**config.mk**
```make
export PLATFORM = sky130hd
export DESIGN_NAME = tlp_agent_arbiter
export DESIGN_NICKNAME = d
export VERILOG_FILES = /design/src/rtl/tlp_agent_arbiter.sv
export SDC_FILE = /design/constraint.sdc
export NUM_CORES = 1
export LEC_CHECK = 0
export BUFFER_PORTS_ARGS = -buffer_cell sky130_fd_sc_hd__buf_2
export CORE_AREA = 2 2 239 241
export CTS_BUF_LIST = sky130_fd_sc_hd__clkbuf_8
export DETAILED_ROUTE_END_ITERATION = 12
export DIE_AREA = 0 0 241 243
export HOLD_SLACK_MARGIN = 0.08
export SKIP_LAST_GASP = 1
export SYNTH_ARGS = -nofsm -noshare
export SYNTH_HDL_FRONTEND = slang
export SYNTH_SLANG_ARGS = --single-unit
```
**constraint.sdc**
```tcl
create_clock -name sys_clk -period 2.9 [get_ports sys_clk]
set_input_delay 0.58 -clock sys_clk [delete_from_list [all_inputs] [get_ports sys_clk]]
set_output_delay 0.58 -clock sys_clk [all_outputs]
set_load 0.02 [all_outputs]
```
**src/rtl/tlp_agent_arbiter.sv**
```systemverilog
// Round-robin arbiter that serializes whole TLPs from several agents onto the
// single pcie_tx_axi transmit port; the owner keeps the port until its last beat.
module tlp_agent_arbiter #(
    parameter int NB_AGENTS  = 2,
    parameter int DATA_WIDTH = 64
) (
    input  logic                            sys_clk,
    input  logic                            sys_reset,
    input  logic                            cfg_bus_mast_en,
    input  logic [NB_AGENTS-1:0]            s_req_to_send,
    output logic [NB_AGENTS-1:0]            s_grant,
    input  logic [7*NB_AGENTS-1:0]          s_fmt_type,
    input  logic [10*NB_AGENTS-1:0]         s_length_in_dw,
    input  logic [NB_AGENTS-1:0]            s_src_rdy_n,
    output logic [NB_AGENTS-1:0]            s_dst_rdy_n,
    input  logic [DATA_WIDTH*NB_AGENTS-1:0] s_data,
    input  logic [64*NB_AGENTS-1:0]         s_address,
    input  logic [8*NB_AGENTS-1:0]          s_ldwbe_fdwbe,
    input  logic [2*NB_AGENTS-1:0]          s_attr,
    input  logic [24*NB_AGENTS-1:0]         s_transaction_id,
    input  logic [13*NB_AGENTS-1:0]         s_byte_count,
    input  logic [7*NB_AGENTS-1:0]          s_lower_address,
    output logic                            m_req_to_send,
    input  logic                            m_grant,
    output logic [6:0]                      m_fmt_type,
    output logic [9:0]                      m_length_in_dw,
    output logic [DATA_WIDTH-1:0]           m_data,
    output logic [63:0]                     m_address,
    output logic [7:0]                      m_ldwbe_fdwbe,
    output logic [1:0]                      m_attr,
    output logic [23:0]                     m_transaction_id,
    output logic [12:0]                     m_byte_count,
    output logic [6:0]                      m_lower_address,
    output logic                            m_src_rdy_n,
    input  logic                            m_dst_rdy_n
);

    localparam int OW = (NB_AGENTS > 1) ? $clog2(NB_AGENTS) : 1;
    localparam logic [OW-1:0] LAST_RST = OW'(NB_AGENTS - 1);

    typedef enum logic [1:0] {
        ST_IDLE = 2'd0,
        ST_REQ  = 2'd1,
        ST_XFER = 2'd2,
        ST_DONE = 2'd3
    } state_e;

    // Number of 2-DW beats in a TLP; a zero length field encodes 1024 DW.
    function automatic logic [10:0] beats_for_len(input logic [9:0] len);
        logic [10:0] dw;
        dw = (len == 10'd0) ? 11'd1024 : {1'b0, len};
        return (dw + 11'd1) >> 1'b1;
    endfunction

    state_e                state_q, state_d;
    logic [OW-1:0]         owner_q, owner_d;
    logic [OW-1:0]         last_owner_q, last_owner_d;
    logic [10:0]           beats_q, beats_d;
    logic [NB_AGENTS-1:0]  grant_q, grant_d;
    logic                  req_q, req_d;

    logic                  win_found_s;
    logic [OW-1:0]         win_idx_s;
    logic                  xfer_s;
    logic                  beat_s;

    logic [6:0]            fmt_a  [NB_AGENTS];
    logic [9:0]            len_a  [NB_AGENTS];
    logic [DATA_WIDTH-1:0] data_a [NB_AGENTS];
    logic [63:0]           addr_a [NB_AGENTS];
    logic [7:0]            be_a   [NB_AGENTS];
    logic [1:0]            attr_a [NB_AGENTS];
    logic [23:0]           tid_a  [NB_AGENTS];
    logic [12:0]           bc_a   [NB_AGENTS];
    logic [6:0]            la_a   [NB_AGENTS];

    for (genvar g = 0; g < NB_AGENTS; g++) begin : g_slice
        assign fmt_a[g]  = s_fmt_type[g*7 +: 7];
        assign len_a[g]  = s_length_in_dw[g*10 +: 10];
        assign data_a[g] = s_data[g*DATA_WIDTH +: DATA_WIDTH];
        assign addr_a[g] = s_address[g*64 +: 64];
        assign be_a[g]   = s_ldwbe_fdwbe[g*8 +: 8];
        assign attr_a[g] = s_attr[g*2 +: 2];
        assign tid_a[g]  = s_transaction_id[g*24 +: 24];
        assign bc_a[g]   = s_byte_count[g*13 +: 13];
        assign la_a[g]   = s_lower_address[g*7 +: 7];
    end

    // Header fields are not re-registered: the mux simply follows the latched owner.
    assign m_fmt_type       = fmt_a[owner_q];
    assign m_length_in_dw   = len_a[owner_q];
    assign m_data           = data_a[owner_q];
    assign m_address        = addr_a[owner_q];
    assign m_ldwbe_fdwbe    = be_a[owner_q];
    assign m_attr           = attr_a[owner_q];
    assign m_transaction_id = tid_a[owner_q];
    assign m_byte_count     = bc_a[owner_q];
    assign m_lower_address  = la_a[owner_q];

    assign s_grant       = grant_q;
    assign m_req_to_send = req_q;
    assign xfer_s        = (state_q == ST_XFER);
    assign beat_s        = xfer_s && !s_src_rdy_n[owner_q] && !m_dst_rdy_n;
    assign m_src_rdy_n   = xfer_s ? s_src_rdy_n[owner_q] : 1'b1;

    // Route the downstream accept only to the owner while data is moving.
    always_comb begin
        s_dst_rdy_n = '1;
        if (xfer_s) begin
            s_dst_rdy_n[owner_q] = m_dst_rdy_n;
        end else begin
            s_dst_rdy_n = '1;
        end
    end

    // Round-robin search starting just after the previous owner.
    always_comb begin
        logic [OW:0] sum_v;
        sum_v       = '0;
        win_found_s = 1'b0;
        win_idx_s   = '0;
        for (int i = 1; i <= NB_AGENTS; i++) begin
            sum_v = {1'b0, last_owner_q} + (OW+1)'(i);
            if (sum_v >= (OW+1)'(NB_AGENTS)) begin
                sum_v = sum_v - (OW+1)'(NB_AGENTS);
            end else begin
                sum_v = sum_v;
            end
            if (!win_found_s && s_req_to_send[sum_v[OW-1:0]]) begin
                win_found_s = 1'b1;
                win_idx_s   = sum_v[OW-1:0];
            end else begin
                win_found_s = win_found_s;
            end
        end
    end

    // Next-state logic of the ownership FSM.
    always_comb begin
        state_d      = state_q;
        owner_d      = owner_q;
        last_owner_d = last_owner_q;
        beats_d      = beats_q;
        grant_d      = grant_q;
        req_d        = req_q;
        case (state_q)
            ST_IDLE: begin
                if (cfg_bus_mast_en && win_found_s) begin
                    owner_d = win_idx_s;
                    req_d   = 1'b1;
                    state_d = ST_REQ;
                end else begin
                    state_d = ST_IDLE;
                end
            end
            ST_REQ: begin
                if (m_grant) begin
                    req_d            = 1'b0;
                    grant_d          = '0;
                    grant_d[owner_q] = 1'b1;
                    beats_d          = beats_for_len(len_a[owner_q]);
                    state_d          = ST_XFER;
                end else begin
                    state_d = ST_REQ;
                end
            end
            ST_XFER: begin
                if (beat_s) begin
                    beats_d = beats_q - 11'd1;
                    state_d = (beats_q == 11'd1) ? ST_DONE : ST_XFER;
                end else begin
                    state_d = ST_XFER;
                end
            end
            ST_DONE: begin
                grant_d      = '0;
                last_owner_d = owner_q;
                state_d      = ST_IDLE;
            end
            default: begin
                grant_d = '0;
                req_d   = 1'b0;
                state_d = ST_IDLE;
            end
        endcase
    end

    // State and registered outputs; reset abandons any TLP in flight.
    always_ff @(posedge sys_clk) begin
        if (sys_reset) begin
            state_q      <= ST_IDLE;
            owner_q      <= '0;
            last_owner_q <= LAST_RST;
            beats_q      <= 11'd0;
            grant_q      <= '0;
            req_q        <= 1'b0;
        end else begin
            state_q      <= state_d;
            owner_q      <= owner_d;
            last_owner_q <= last_owner_d;
            beats_q      <= beats_d;
            grant_q      <= grant_d;
            req_q        <= req_d;
        end
    end

endmodule

```
==> impl_results.md <==
- DP HPWL: 30.3 mm
- CP max FO: 41
- 1st-pass router iterations: 4
- Sequential area share after synthesis: 9.76%
- Syn avg cell area: 9.39 µm²
- Layout cells sized above 1: 84.3%
- Worst IR Drop VDD: 0.130 mV
- Cts hold-fix bufs: 0
- FILL cells: 6489
- Netlist cell types: 53
- NumNets Final: 1398
- Initial antenna violation count: 15
- Status: finished clean
- Final Power: 0.00189 W
- FF-to-FF setup slack: 0.85 ns
- Mapped Cells: 393
- Most frequent cells in the layout: buf_2, mux2_2, dfxtp_1
- Final worst path period share: 88.2%
- DR top layer: met5
- Drt drc: 0
- Worst skew pair latency: 0.26 ns
- DRT iter0 DRCs: 216
- Yosys warns: 0
- Worst hold path class: register to register
- CP max stage delay: 0.53 ns
- Pwr per Cell Area: 245 nW/µm²
- Slew headroom: 60.8%
- Final min period: 2.56 ns
- IO buf count: 611
- Wire length on met3: 4.31 mm
- Worst Reg-to-Reg Cells: 8
- Design area: 7700 µm²
- Skew final: 0.00129 ns
- Initial core utilization: 6.60%
- Synth Net Count: 804
- Number of global-route vias before repair: 5530
- Num CTS Buffers: 3
- Commonest non-fill, non-tap cell in the layout: buf_2
- Vias/cell: 3.27
- Critical Path End: m_data[33]
- Flop and latch count out of synthesis: 18
- Data arrival, critical path: 1.98 ns
- GRT Overall Usage: 10.2%
- Final Setup Violations: 0
- Metal2 WL: 16.2 mm
- Area post-placement: 7630 µm²
- Lkg Pwr: 3.65 nW
- Routed WL per cell: 18.9 µm
- Detail Route Antenna Nets: 0
- Reg2reg start: owner_q$_SDFFE_PP0P_
- Main flop type after synthesis: dfxtp_1
- CP most frequent cell: buf_12
- CTS sink cnt: 18
- Top delay family on crit path: buffers and inverters
- WP depth: 4
- First-pass GRT wire length: 41.1 mm
- Largest net degree at the start of global routing: 81
- CTS tree: yes
- Critical Path End Type: output port
- Fmax: 0.391 GHz
- CTS clk-pin slew, worst paths: 0.07 ns
- Die area: 58600 µm²
- RSZ-0062 raised after global routing: no
- MaxCap Viol Count: 0
- Row count: 87
- Reg-to-Reg End: beats_q[7]$_SDFFE_PP0P_
- Total negative slack: 0 ns
- Cts repair resizes: 0
- Clock buffer depth: 2
- Async S/R FF share, synth: 0%
- Final WL: 33.0 mm
- Remaining global-route overflow: 0
- Fin Hold WS: 0.482 ns
- CP max-delay cell: dfxtp_4
- EDFF count, synth: 0
- Die X: 241 µm
- Die Ht: 243 µm
- CP startpoint: owner_q$_SDFFE_PP0P_
- Synth-to-layout area growth: 109%
- Max Slew Vio Count: 0
- Required @ worst endpoint: 2.32 ns
- Met1 wire length: 11.1 mm
- GP Congestion: 0.861
- H-tree levels: 1
- CP bufs+invs: 3
- Core area: 56000 µm²
- Root Buffer Master: clkbuf_8
- Final count of hold timing violations: 0
- Worst slew pin tran: 0.588 ns
- I/O pins: 612
- Vias: 5706
- Post-CTS Setup Inserts: 0
- Critical path class: register to output port
- CP cell instances: buf_12 -> buf_12 -> mux2_2 -> buf_2
- CP Launch Type: register
- Syn Std Cell Area: 3690 µm²
-- metrics by stage --
stage               utilization [%]  instances  setup WS [ns]
floorplan                         -        393          0.855
global placement               13.6       1738          0.661
detailed placement             13.6       1738          0.641
CTS                            13.7       1742          0.353
global route                   13.8       1747          0.273
finish                         13.8       1747          0.341
-- final cells by class --
cell class	instances	area, µm²	area share (%)
inverters	11	41.3	0.536
well taps	756	946	12.3
diodes	5	12.5	0.162
multi-input cells	332	3110	40.4
repair buffers	621	3170	41.2
flip-flops and latches	18	364	4.73
clock buffers	4	55.1	0.715
-- worst min path at each step --
stage                                       to                       start  cells after the start  slack (ns)
CTS                   beats_q[10]$_SDFFE_PP0P_    beats_q[10]$_SDFFE_PP0P_                      1        0.48
finish                beats_q[10]$_SDFFE_PP0P_    beats_q[10]$_SDFFE_PP0P_                      1        0.48
detailed placement    beats_q[10]$_SDFFE_PP0P_    beats_q[10]$_SDFFE_PP0P_                      1        0.46
global placement    m_req_to_send$_SDFFE_PP0P_  m_req_to_send$_SDFFE_PP0P_                      2        0.47
floorplan             beats_q[10]$_SDFFE_PP0P_    beats_q[10]$_SDFFE_PP0P_                      1        0.44
global route           beats_q[9]$_SDFFE_PP0P_     beats_q[9]$_SDFFE_PP0P_                      2        0.51
-- worst register-to-register path, stage by stage, from the launching register on --
cell and delay [ns]:
dfxtp_4 0.53, mux2i_2 0.40, inv_1 0.11, ha_1 0.29
nand4b_1 0.14, a221oi_2 0.10, xnor2_1 0.15, a21oi_1 0.15
a21oi_1 0.07
-- cells in the mapped netlist (2+ instances only) --
master    instances  area, µm²
a211o_1           2       17.5
a211oi_1          3       22.5
a21boi_0          2       15.0
a21oi_1          15       75.1
a311oi_1          2       17.5
a31oi_1           5       31.3
buf_2            25        125
buf_6             3       33.8
clkbuf_1          3       11.3
dfxtp_1          18        360
ha_1              4       50.1
inv_1            11       41.3
mux2_2          193       2170
mux2i_1           5       50.1
mux2i_2           2       27.5
nand2_1          16       60.1
nand2b_1          3       18.8
nand3_1           5       25.0
nand3b_1          4       30.0
nand4_1           5       31.3
nand4b_1          2       17.5
nor2_1           16       60.1
nor3_1            8       40.0
nor4_1            2       12.5
o21ai_0           7       35.0
xnor2_1           5       43.8
-- state kept, by name, summed over array words and instances, names as in the netlist, named ones only --
| register | count |
|---|---|
| m_req_to_send | 1 |
| state_q | 1 |
| last_owner_q | 1 |
| s_grant | 2 |
| beats_q | 11 |
| owner_q | 1 |
-- layer usage --
layer  global-route usage, %  vias to the layer above
li1                        -                     2675
met1                    9.83                     2548
met2                    18.5                      435
met3                    4.92                       42
met4                    4.18                        6
met5                       0                        -
-- kinds of logic (layout without fill, tap and decap cells) --
| family | count (synthesis) | in the layout | synth area share (%) |
|---|---|---|---|
| simple gates | 70 | 70 | 10.4 |
| mux | 201 | 201 | 61.6 |
| compound gates | 52 | 52 | 9.76 |
| flops | 18 | 18 | 9.76 |
| fa+ha+maj | 4 | 4 | 1.36 |
| other cells | 0 | 5 | 0 |
| xor+xnor | 5 | 5 | 1.19 |
| buf+inv | 43 | 636 | 5.93 |
-- report_power, final --
part / total (W) / internal, W / switching (W)
sequential: 0.000284 / 0.000261 / 0.0000230
clock: 0.000213 / 0.000121 / 0.0000923
combinational: 0.00139 / 0.000605 / 0.000788
total: 0.00189 / 0.000987 / 0.000903
(Power assumes the default switching activity.)
